--- src/rtl/bcd_time_keeper_pkg.sv ---
// Shared definitions for the BCD time keeper.
//   - BCD limit constants for hours, minutes/seconds and noon
//   - is_bcd():      both nibbles of a packed BCD byte are 0-9
//   - hh_24_to_12(): 24-hour BCD hour to 12-hour BCD display hour
package bcd_time_keeper_pkg;

  localparam logic [7:0] BCD_HH_MAX = 8'h23;
  localparam logic [7:0] BCD_MS_MAX = 8'h59;
  localparam logic [7:0] BCD_NOON   = 8'h12;

  function automatic logic is_bcd(input logic [7:0] v);
    return (v[7:4] <= 4'd9) && (v[3:0] <= 4'd9);
  endfunction

  // Hour 00 shows as 12, 13-23 show as 01-11 and 01-12 pass through.
  function automatic logic [7:0] hh_24_to_12(input logic [7:0] hh);
    logic [4:0] w_bin;
    logic [4:0] w_h12;
    w_bin = 5'(hh[7:4]) * 5'd10 + 5'(hh[3:0]);
    if (w_bin == 5'd0) begin
      w_h12 = 5'd12;
    end else if (w_bin > 5'd12) begin
      w_h12 = w_bin - 5'd12;
    end else begin
      w_h12 = w_bin;
    end
    if (w_h12 >= 5'd10) begin
      return {4'd1, 4'(w_h12 - 5'd10)};
    end
    return {4'd0, 4'(w_h12)};
  endfunction

endpackage

--- src/rtl/bcd_mod_counter.sv ---
// Two-digit packed BCD counter that wraps MAX_VAL -> 00.
// Ports:
//   clk, reset   clock and synchronous active-high reset (clears to 00)
//   i_en         increment this cycle
//   i_load       load i_load_val (wins over i_en)
//   o_val        current count
//   o_next       count after this cycle's increment, ignoring load
//   o_carry      i_en high while the count is at MAX_VAL (wrap this cycle)
module bcd_mod_counter #(
  parameter logic [7:0] MAX_VAL = 8'h59
) (
  input  logic       clk,
  input  logic       reset,
  input  logic       i_en,
  input  logic       i_load,
  input  logic [7:0] i_load_val,
  output logic [7:0] o_val,
  output logic [7:0] o_next,
  output logic       o_carry
);

  logic [7:0] r_val;
  logic       w_at_max;

  assign w_at_max = (r_val == MAX_VAL);

  always_comb begin
    o_next = r_val;
    if (i_en) begin
      if (w_at_max) begin
        o_next = 8'h00;
      end else if (r_val[3:0] == 4'd9) begin
        o_next = {r_val[7:4] + 4'd1, 4'd0};
      end else begin
        o_next = {r_val[7:4], r_val[3:0] + 4'd1};
      end
    end
  end

  always_ff @(posedge clk) begin
    if (reset) begin
      r_val <= 8'h00;
    end else if (i_load) begin
      r_val <= i_load_val;
    end else begin
      r_val <= o_next;
    end
  end

  assign o_val   = r_val;
  assign o_carry = i_en && w_at_max;

endmodule

--- src/rtl/bcd_time_keeper.sv ---
// Time-of-day keeper holding 24-hour packed BCD time with a 12/24-hour display.
// Ports:
//   clk, reset            clock, synchronous active-high reset
//   ena                   prescaler count enable
//   mode_24               1: 24-hour display, 0: 12-hour display with pm flag
//   load, load_hh/mm/ss   one-cycle load request, 24-hour packed BCD
//   alarm_hh/mm, alarm_arm alarm time (24-hour BCD) and arm
//   hh, mm, ss, pm        displayed time
//   sec_tick, alarm       registered one-cycle pulses on advance / alarm match
//   load_err              registered one-cycle pulse on a rejected load
module bcd_time_keeper
  import bcd_time_keeper_pkg::*;
#(
  parameter int unsigned TICKS_PER_SEC = 1,
  parameter bit          ALARM_EN      = 1'b1
) (
  input  logic       clk,
  input  logic       reset,
  input  logic       ena,
  input  logic       mode_24,
  input  logic       load,
  input  logic [7:0] load_hh,
  input  logic [7:0] load_mm,
  input  logic [7:0] load_ss,
  input  logic [7:0] alarm_hh,
  input  logic [7:0] alarm_mm,
  input  logic       alarm_arm,
  output logic       pm,
  output logic [7:0] hh,
  output logic [7:0] mm,
  output logic [7:0] ss,
  output logic       sec_tick,
  output logic       alarm,
  output logic       load_err
);

  localparam int unsigned PW = (TICKS_PER_SEC > 1) ? $clog2(TICKS_PER_SEC) : 1;
  localparam logic [PW-1:0] PRESC_LAST = PW'(TICKS_PER_SEC - 1);

  logic [PW-1:0] r_presc;
  logic          r_sec_tick;
  logic          r_load_err;
  logic          w_load_ok;
  logic          w_load_acc;
  logic          w_adv;
  logic [7:0]    w_hh, w_mm, w_ss;
  logic [7:0]    w_hh_next, w_mm_next, w_ss_next;
  logic          w_ss_carry, w_mm_carry, w_hh_carry;
  logic          w_unused;

  assign w_load_ok = is_bcd(load_hh) && is_bcd(load_mm) && is_bcd(load_ss) &&
                     (load_hh <= BCD_HH_MAX) && (load_mm <= BCD_MS_MAX) &&
                     (load_ss <= BCD_MS_MAX);
  assign w_load_acc = load && w_load_ok;

  // Any load request, accepted or not, swallows a coincident advance.
  assign w_adv = ena && !load && (r_presc == PRESC_LAST);

  always_ff @(posedge clk) begin
    if (reset) begin
      r_presc    <= '0;
      r_sec_tick <= 1'b0;
      r_load_err <= 1'b0;
    end else begin
      r_sec_tick <= w_adv;
      r_load_err <= load && !w_load_ok;
      if (load) begin
        if (w_load_ok) begin
          r_presc <= '0;
        end
      end else if (ena) begin
        r_presc <= (r_presc == PRESC_LAST) ? '0 : r_presc + PW'(1);
      end
    end
  end

  bcd_mod_counter #(.MAX_VAL(BCD_MS_MAX)) u_ss (
    .clk        (clk),
    .reset      (reset),
    .i_en       (w_adv),
    .i_load     (w_load_acc),
    .i_load_val (load_ss),
    .o_val      (w_ss),
    .o_next     (w_ss_next),
    .o_carry    (w_ss_carry)
  );

  bcd_mod_counter #(.MAX_VAL(BCD_MS_MAX)) u_mm (
    .clk        (clk),
    .reset      (reset),
    .i_en       (w_ss_carry),
    .i_load     (w_load_acc),
    .i_load_val (load_mm),
    .o_val      (w_mm),
    .o_next     (w_mm_next),
    .o_carry    (w_mm_carry)
  );

  bcd_mod_counter #(.MAX_VAL(BCD_HH_MAX)) u_hh (
    .clk        (clk),
    .reset      (reset),
    .i_en       (w_mm_carry),
    .i_load     (w_load_acc),
    .i_load_val (load_hh),
    .o_val      (w_hh),
    .o_next     (w_hh_next),
    .o_carry    (w_hh_carry)
  );

  // Day wrap and the seconds next-value have no consumer here.
  assign w_unused = ^{w_hh_carry, w_ss_next};

  generate
    if (ALARM_EN) begin : g_alarm
      logic r_alarm;
      // Seconds carry means the advanced time lands on ss == 00.
      always_ff @(posedge clk) begin
        if (reset) begin
          r_alarm <= 1'b0;
        end else begin
          r_alarm <= w_ss_carry && alarm_arm &&
                     (w_mm_next == alarm_mm) && (w_hh_next == alarm_hh);
        end
      end
      assign alarm = r_alarm;
    end else begin : g_no_alarm
      assign alarm = 1'b0;
    end
  endgenerate

  assign hh       = mode_24 ? w_hh : hh_24_to_12(w_hh);
  assign pm       = !mode_24 && (w_hh >= BCD_NOON);
  assign mm       = w_mm;
  assign ss       = w_ss;
  assign sec_tick = r_sec_tick;
  assign load_err = r_load_err;

endmodule

--- config.mk ---
export PLATFORM = sky130hd
export DESIGN_NAME = bcd_time_keeper
export DESIGN_NICKNAME = d
export VERILOG_FILES = /design/src/rtl/bcd_time_keeper_pkg.sv /design/src/rtl/bcd_mod_counter.sv /design/src/rtl/bcd_time_keeper.sv
export SDC_FILE = /design/constraint.sdc
export NUM_CORES = 1
export LEC_CHECK = 0
export BUFFER_PORTS_ARGS = -buffer_cell sky130_fd_sc_hd__buf_2
export CAP_MARGIN = 10
export CORE_UTILIZATION = 55
export DETAILED_ROUTE_END_ITERATION = 10
export PLACE_DENSITY_LB_ADDON = 0.3
export RECOVER_POWER = 50
export SLEW_MARGIN = 0
export SYNTH_ARGS = -nofsm -noshare
export SYNTH_HDL_FRONTEND = slang
export SYNTH_SLANG_ARGS = --single-unit
export TNS_END_PERCENT = 10
--- constraint.sdc ---
create_clock -name clk -period 9.3 [get_ports clk]
set_input_delay 1.86 -clock clk [delete_from_list [all_inputs] [get_ports clk]]
set_output_delay 1.86 -clock clk [all_outputs]
set_load 0.02 [all_outputs]
==> results.yml, run 1 <==
power_and_ir_drop:
  power_density_nw_per_um2: 75.60
  leakage_nw: 1.215
  peakVddDrop_uv: 84.14
detailed_routing:
  drt_wl_total_mm: 6.908
  via_per_inst: 6.193
  wl_per_cell_um: 15.18
  antenna_left: 0
  drt_iter0_drc: 398
  drc: 3
  dr.pass1.iters: 9
  route.vias.total: 2818
worst_setup_path:
  r2r_cells: 8
  reg2reg_setup_slack_ns: 6.20
  cp_num_cells: 14
  cpPeakStageDelay_ns: 0.46
  cp_cell_sequence: "ha_1 -> fa_1 -> xor2_1 -> inv_1 -> ha_1 -> nand2_1 -> a21oi_1 -> a31oi_1 -> ha_1 -> o41a_1 -> o21ai_4 -> xnor2_1 -> o21ai_1 -> buf_2"
  crit_required_ns: 7.44
  worstReg2RegStart: "u_ss.o_val[4]"
  r2r-end: "alarm"
  cp_slowest_cell: "dfxtp_1"
  cpMostUsedCell: "ha_1"
  critPathCaptureType: "primary output"
  cp.arrival_ns: 3.28
  cpLargestDelayFamily: "adder cells"
  critPathMaxFanout: 12
  path_buf_inv: 2
  start_kind: "register"
  path_class: "reg2out"
die:
  die_w_um: 71.25
  rows: 24
  fp.dieH_um: 71.25
  io_pins: 74
  dieArea_um2: 5077
  start_util_pct: 58.95
  core-area_um2: 4474
placed_design:
  post-place-cells: 451
  portBuffers: 73
  dpl.hpwl_mm: 5.130
  routabilityCongestion: 0.8852
  placed_area_um2: 2964
sta:
  finalSetupViolCount: 0
  slew_viol_final: 0
  fin_skew_ns: 0.005882
  post-route-period-util_pct: 55.27
  rsz0062_at_grt: "false"
  finalHoldViolCount: 0
  clock.fmax_ghz: 0.1945
  finalSetupTns_ns: 0
  worst_pin_slew_ns: 1.301
  fin_crit_ns: 5.140
  relSlewSlack_pct: 13.26
run_status:
  outcome: "complete, but fails checks"
  violations: "DRC"
final_layout:
  seqCellArea_um2: 540.5
  design_area_um2: 2984
  drive_above_1_share_pct: 16.63
  final_nets: 469
  final_cells: 455
  diodes: 0
  area_delta_synth_final_pct: 13.14
  n_fill_cell: 412
  multiInputGateArea_um2: 1937
clock_network:
  cts_sinks: 27
  clock-root-buffer: "clkbuf_8"
  clkTransAtPathRegs_ns: 0.11
  cts_tree: "done"
  cts_buffers: 3
  h-tree-depth: 1
  cts_resized: 0
  cts_setup_buffers: 0
  insertion_delay_ns: 0.28
  max-clock-path-buffers: 2
  holdBufCountCts: 0
worst_hold_path:
  min-delay-start: "u_ss.o_val[7]"
  min_to: "u_ss.o_val[7]"
  worstHoldPathCells: 2
  hold_class: "reg2reg"
global_routing:
  antenna_found_initial: 0
  grt_pass1_wl_mm: 11.17
  track_usage_pct: 26.99
  grt_pass1_vias: 2481
  grt_start_max_net_pins: 29
  overflow: 0
yosys:
  synth-seq-cells: 27
  ys_top_cells_by_area: "dfxtp_1, ha_1, nor2_1, a211oi_1, nor3_1"
  ys.warnings.count: 0
  synth_ff_type: "dfxtp_1"
  synth_edf_count: 0
  ys_types: 60
  netlist_area_um2: 2638
  syn_inst: 347
  synth-async-reset-ratio_pct: 0
  synth_top_area_share_pct: 20.49
  syn_nets: 412
  ys_seq_area_share_pct: 20.49
  syn_area_per_cell_um2: 7.601
  synth_top_cell_by_area: "dfxtp_1"
flow_run:
  max-cap-violations: 0
-- Yosys cell counts, types with 5 or more instances --
master,n
nor2_1,39
dfxtp_1,27
nor3_1,25
a21oi_1,23
nand2_1,22
a211oi_1,18
ha_1,18
inv_1,15
o21ai_0,15
clkbuf_1,13
xnor2_1,12
nand3_1,11
xor2_1,9
and2_1,6
and3_1,6
mux2i_1,6
buf_2,5
nand2b_1,5
nand4_1,5
-- state kept, by name, summed over array words and instances (netlist names) --
register    cells
u_ss.o_val      8
sec_tick        1
alarm           1
load_err        1
u_hh.o_val      8
u_mm.o_val      8
-- final cells by class --
| class | instances | share of cell area [%] |
|---|---|---|
| Multi-Input combinational cell | 284 | 64.91 |
| Sequential cell | 27 | 18.11 |
| Timing Repair Buffer | 73 | 11.36 |
| Tap cell | 52 | 2.180 |
| Inverter | 15 | 1.887 |
| Clock buffer | 3 | 1.384 |
| Clock inverter | 1 | 0.1677 |
-- routing by layer --
metal  part of all wire (%)  vias to the layer above  GRT usage (%)
met4                    1.5                        0          8.000
met1                     43                     1299          34.09
li1                       -                     1384              -
met2                     49                      120          47.83
met3                    6.1                       15          3.657
met5                      0                        -              0
-- worst max-delay path by stage --
stage | slack (ns) | from | endpoint
after floorplan | 4.66 | u_hh.o_val[4] | hh[2]
after global placement | 4.62 | u_hh.o_val[6] | hh[1]
after detailed placement | 4.48 | u_hh.o_val[1] | hh[1]
after CTS | 4.16 | u_hh.o_val[1] | hh[1]
after global routing | 3.86 | u_hh.o_val[1] | hh[1]
final | 4.16 | u_hh.o_val[1] | hh[1]
-- tightest hold or removal path, cell delays in order (launching register included) --
cell and delay [ns]:
dfxtp_1 0.36, o21ai_0 0.08, a211oi_1 0.06
-- cells by family (layout without fill, tap and decap cells) --
group	Yosys count	count (layout)	synth area share [%]
adder cells (fa/ha/maj)	19	19	9.298
buffers and inverters	36	92	6.072
AO/OA/AOI/OAI	88	88	23.15
XOR/XNOR	22	22	7.827
flip-flops	27	27	20.49
AND/OR/NAND/NOR	148	148	30.46
multiplexers	7	7	2.704
-- stage by stage --
stage | setup WS, ns | hold WS [ns] | total power, W | utilization, %
3_5_place_dp | 4.477 | 0.5344 | 0.0001565 | 66.25
3_3_place_gp | 4.619 | 0.5306 | 0.0001561 | 66.25
4_1_cts | 4.157 | 0.5522 | 0.0002270 | 67.28
2_1_floorplan | 4.656 | 0.5938 | 0.0001384 | -
5_1_grt | 3.860 | 0.5897 | 0.0002331 | 66.69
6_report | 4.160 | 0.5514 | 0.0002256 | 66.69
-- cells in the final DEF, fill, tap and decap left out, types with 15 or more instances in the layout --
cell / Yosys / final
o21ai_0: 15 / 15
buf_2: 5 / 52
dfxtp_1: 27 / 27
a211oi_1: 18 / 18
nand2_1: 22 / 22
a21oi_1: 23 / 23
nor2_1: 39 / 39
ha_1: 18 / 18
nor3_1: 25 / 25
inv_1: 15 / 15
clkbuf_1: 13 / 21
-- power by group --
part	total, W	switching, W	internal [W]
Clock	0.0000717	0.0000416	0.0000302
Sequential	0.000118	0.00000129	0.000117
Combinational	0.0000359	0.0000203	0.0000156
Power figures use the tool's default switching activity.
==> run 2: changes to the inputs <==
Settings changed: CORE_UTILIZATION 55 to 48.
Clock period 9.3 ns to 4.6 ns, I/O delays scaled along.
==> run 2 against run 1 <==
Effect of this change:
- sequential power increased by 100%
- sequential share of layout area down 0.14 points
- via count down 2.2%
- the flow now finishes without violations
- sequential cell count unchanged
- critical path depth is the same
==> results.yml, run 2 (synthesis gave the netlist of run 1 again) <==
final_layout:
  final_common_cell: "buf_2"
  n_fill_cell: 531
  diodes: 0
  drive_above_1_share_pct: 16.13
  multiInputGateArea_um2: 1937
  final_nets: 469
  area_delta_synth_final_pct: 14.04
  final_cell_mix: "buf_2, nor2_1, dfxtp_1"
  design_area_um2: 3008
  final_cells: 473
  seqCellArea_um2: 540.5
die:
  start_util_pct: 50.67
  fp.dieH_um: 76.13
  io_pins: 74
  dieArea_um2: 5795
  rows: 26
  die_w_um: 76.13
  core-area_um2: 5205
sta:
  finalHoldViolCount: 0
  worst_pin_slew_ns: 1.274
  finalSetupTns_ns: 0
  relSlewSlack_pct: 15.10
  rsz0062_at_grt: "false"
  post-route-period-util_pct: 92.92
  finalSetupViolCount: 0
  slew_viol_final: 0
  fin_skew_ns: 0.01121
  fin_crit_ns: 4.274
  clock.fmax_ghz: 0.2340
clock_network:
  clock-root-buffer: "clkbuf_8"
  holdBufCountCts: 0
  cts_buffers: 3
  max-clock-path-buffers: 2
  clkTransAtPathRegs_ns: 0.11
  cts_sinks: 27
  cts_tree: "done"
  insertion_delay_ns: 0.30
  h-tree-depth: 1
  cts_setup_buffers: 0
  cts_resized: 0
worst_setup_path:
  path_class: "reg2out"
  cp_cell_sequence: "ha_1 -> ha_1 -> xor2_1 -> inv_1 -> ha_1 -> nand2_1 -> a21oi_1 -> a31oi_1 -> ha_1 -> o41a_1 -> o21ai_4 -> xnor2_1 -> o21ai_1 -> buf_2"
  r2r_cells: 8
  path_buf_inv: 2
  cpLargestDelayFamily: "adder cells"
  cp.arrival_ns: 3.35
  critPathMaxFanout: 9
  critPathCaptureType: "primary output"
  cpMostUsedCell: "ha_1"
  start_kind: "register"
  cp_num_cells: 14
  cpPeakStageDelay_ns: 0.52
  cp_slowest_cell: "dfxtp_1"
  crit_required_ns: 3.68
run_status:
  outcome: "complete, no violations"
placed_design:
  portBuffers: 73
  dpl.hpwl_mm: 5.313
  routabilityCongestion: 0.8399
  post-place-cells: 469
  placed_area_um2: 2987
global_routing:
  grt_start_max_net_pins: 29
  overflow: 0
  grt_pass1_vias: 2484
  grt_pass1_wl_mm: 11.67
  track_usage_pct: 24.44
  antenna_found_initial: 0
detailed_routing:
  route.vias.total: 2756
  wl_per_cell_um: 14.75
  drt_iter0_drc: 110
  drt_wl_total_mm: 6.978
  antenna_left: 0
  dr.pass1.iters: 4
  drc: 0
  via_per_inst: 5.827
flow_run:
  max-cap-violations: 0
power_and_ir_drop:
  power_density_nw_per_um2: 154.9
  leakage_nw: 1.207
  peakVddDrop_uv: 134.6
worst_hold_path:
  hold_class: "reg2reg"
  worstHoldPathCells: 2
[run 2: routing by layer]
| layer | part of all wire [%] | track usage [%] |
|---|---|---|
| met1 | 48 | 33.65 |
| met2 | 46 | 40.91 |
| met3 | 5.4 | 2.395 |
| met4 | 0.99 | 5.962 |
| met5 | 0 | 0 |
[run 2: power breakdown]
group	internal [W]	switching (W)	leakage [nW]
combinational	0.0000314	0.0000410	0.963
sequential	0.000236	0.00000269	0.218
clock	0.0000641	0.0000909	0.0261
[run 2: metrics by stage]
| stage | util, % | setup slack, ns | hold WS (ns) | total power (W) |
|---|---|---|---|---|
| 2_1_floorplan | - | 0.8962 | 0.5938 | 0.0002799 |
| 3_3_place_gp | 57.38 | 0.8275 | 0.5261 | 0.0003161 |
| 3_5_place_dp | 57.38 | 0.6774 | 0.5356 | 0.0003165 |
| 4_1_cts | 58.34 | 0.3418 | 0.5523 | 0.0004652 |
| 5_1_grt | 57.79 | 0.1123 | 0.5774 | 0.0004834 |
| 6_report | 57.79 | 0.3257 | 0.5597 | 0.0004660 |
[run 2: tightest hold or removal path: cells and delay by family, from the launching register on]
kind	cells	cell delay, ns
DFF	1	0.37
AOI/OAI and AO/OA	2	0.15
[run 2: layout make-up]
type | instances | area share, %
tap | 70 | 2.912
multi-input combinational | 284 | 64.39
sequential | 27 | 17.97
clock buffer | 3 | 1.373
timing repair buffer | 73 | 11.19
inverter | 15 | 1.872
clock inverter | 1 | 0.2912
[run 2: worst paths after layout]
| path | startpoint | to | slack [ns] |
|---|---|---|---|
| max | u_hh.o_val[6] | hh[1] | 0.33 |
| min | u_ss.o_val[7] | u_ss.o_val[7] | 0.56 |
| min reg2reg | u_ss.o_val[7] | u_ss.o_val[7] | 0.56 |
| max reg2reg | u_ss.o_val[4] | alarm | 1.46 |
==> run 3: changes to the inputs <==
Settings changed: SYNTH_HIERARCHICAL from default to 1.
==> run 3 against run 2 <==
Effect of this change:
- sequential cell count stayed put
- synthesized area is 6.6% lower
- largest cell class unchanged
- hold slack worse by 0.028 ns
- via count is 10% lower
- worst setup slack improved by 0.018 ns
- count of clock-buffer cells in the layout stayed put
- critical path depth is 2 lower
- design area fell by 3.5%
- wire length shrank 12%
==> results.yml, run 3 <==
worst_setup_path:
  cpLargestDelayFamily: "compound AO/OA/AOI/OAI gates"
  cp.arrival_ns: 3.34
  cpMostUsedCell: "ha_1"
  start_kind: "register"
  crit_required_ns: 3.68
  critPathCaptureType: "primary output"
  cp_slowest_cell: "dfxtp_1"
  path_buf_inv: 2
  cp_cell_sequence: "ha_1 -> ha_1 -> a21oi_1 -> and3_4 -> or2_1 -> a21oi_1 -> a31oi_1 -> ha_1 -> inv_1 -> a211o_1 -> o221a_1 -> buf_2"
  critPathMaxFanout: 6
  path_class: "reg2out"
  cpPeakStageDelay_ns: 0.48
final_layout:
  final_cell_mix: "buf_2, nand2_1, dfxtp_1"
  area_delta_synth_final_pct: 17.94
  diodes: 0
  final_nets: 442
  drive_above_1_share_pct: 21.07
  final_common_cell: "buf_2"
  n_fill_cell: 476
detailed_routing:
  route.vias.total: 2480
  drc: 0
  via_per_inst: 5.611
  antenna_left: 0
  dr.pass1.iters: 4
  wl_per_cell_um: 13.87
  drt_iter0_drc: 154
  drt_wl_total_mm: 6.129
power_and_ir_drop:
  p_sw_share_pct: 26.60
  clockPowerShare_pct: 31.7
  leakage_nw: 1.212
  peakVddDrop_uv: 114.5
  combinationalPowerShare_pct: 14.8
  internal_power_w: 0.0003272
  switchingPower_w: 0.0001185
  p_seq_share_pct: 53.5
  power_density_nw_per_um2: 153.5
yosys:
  syn_area_per_cell_um2: 8.100
  ys.warnings.count: 6
  netlist_area_um2: 2462
  syn_inst: 304
  syn_nets: 370
worst_hold_path:
  hold_class: "reg2reg"
sta:
  worst_pin_slew_ns: 1.325
  holdWs_ns: 0.5315
  slew_viol_final: 0
  finalHoldViolCount: 0
  clock.fmax_ghz: 0.2349
  relSlewSlack_pct: 11.68
  fin_crit_ns: 4.257
  layout_setup_ws_ns: 0.3434
  fin_skew_ns: 0.01166
  rsz0062_at_grt: "false"
  post-route-period-util_pct: 92.53
  finalSetupViolCount: 0
  finalSetupTns_ns: 0
die:
  io_pins: 74
  start_util_pct: 51.12
  core-area_um2: 4817
  fp.dieH_um: 73.63
  die_w_um: 73.63
  dieArea_um2: 5421
  rows: 25
clock_network:
  cts_buffers: 3
  max-clock-path-buffers: 2
  cts_setup_buffers: 0
  holdBufCountCts: 0
  h-tree-depth: 1
  insertion_delay_ns: 0.28
  cts_sinks: 27
  clkTransAtPathRegs_ns: 0.10
  cts_tree: "done"
  clock-root-buffer: "clkbuf_8"
global_routing:
  grt_pass1_vias: 2256
  grt_pass1_wl_mm: 10.10
  track_usage_pct: 23.98
  grt_start_max_net_pins: 29
  overflow: 0
  antenna_found_initial: 0
flow_run:
  max-cap-violations: 0
placed_design:
  place_ws_ns: 0.5110
  routabilityCongestion: 0.8170
  dpl.hpwl_mm: 4.800
  portBuffers: 73
run_status:
  outcome: "complete, no violations"
==> run 3: tightest hold or removal path, stage by stage (launching register included) <==
cell	delay (ns)
dfxtp_1	0.36
nand2_1	0.07
a31oi_1	0.07
==> run 3: routing by layer <==
metal | vias to the layer above | global-route usage [%] | routed length (µm)
li1 | 1249 | - | -
met1 | 1137 | 30.53 | 2819
met2 | 83 | 40.37 | 2847
met3 | 11 | 5.213 | 369
met4 | 0 | 7.265 | 92
met5 | - | 0 | 0
==> run 3: final cells by class <==
cell class / instances / area, µm² / area share, %
multi-input combinational: 241 / 1764 / 60.75
sequential: 27 / 541.8 / 18.66
timing repair buffer: 79 / 377.9 / 13.01
inverter: 24 / 90.09 / 3.102
tap: 67 / 83.83 / 2.887
clock buffer: 3 / 41.29 / 1.422
clock inverter: 1 / 5.005 / 0.1723
==> run 3: metrics by stage <==
step                      utilization [%]  power (W)  cell area, µm²  std cells
after floorplan                         -  0.0002744            2462        304
after global placement              59.97  0.0003090            2889        438
after detailed placement            59.97  0.0003103            2889        438
after CTS                           60.94  0.0004478            2935        442
after global routing                60.29  0.0004651            2904        442
final                               60.29  0.0004457            2904        442
==> run 3: final timing paths <==
path                 start             to  slack, ns  cells after the start
max          u_hh/o_val[6]          hh[1]       0.34                     12
min reg2reg  u_ss/o_val[5]  u_ss/o_val[5]       0.53                      2
max reg2reg  u_ss/o_val[0]          alarm       1.37                     13
min          u_ss/o_val[5]  u_ss/o_val[5]       0.53                      2
==> run 3: power by group through the flow <==
stage | sequential, W | clock [W] | combinational, W
floorplan | 0.000246 | 0 | 0.0000283
detailed placement | 0.000244 | 0 | 0.0000666
global placement | 0.000244 | 0 | 0.0000652
finish | 0.000238 | 0.000141 | 0.0000661
global route | 0.000239 | 0.000154 | 0.0000726
CTS | 0.000238 | 0.000142 | 0.0000670
==> run 3: what timing repair did <==
action / 4_1_cts / 5_1_grt
resized for setup: 0 / 2
hold endpoints to repair: 0 / 0
setup endpoints to repair: 0 / 3
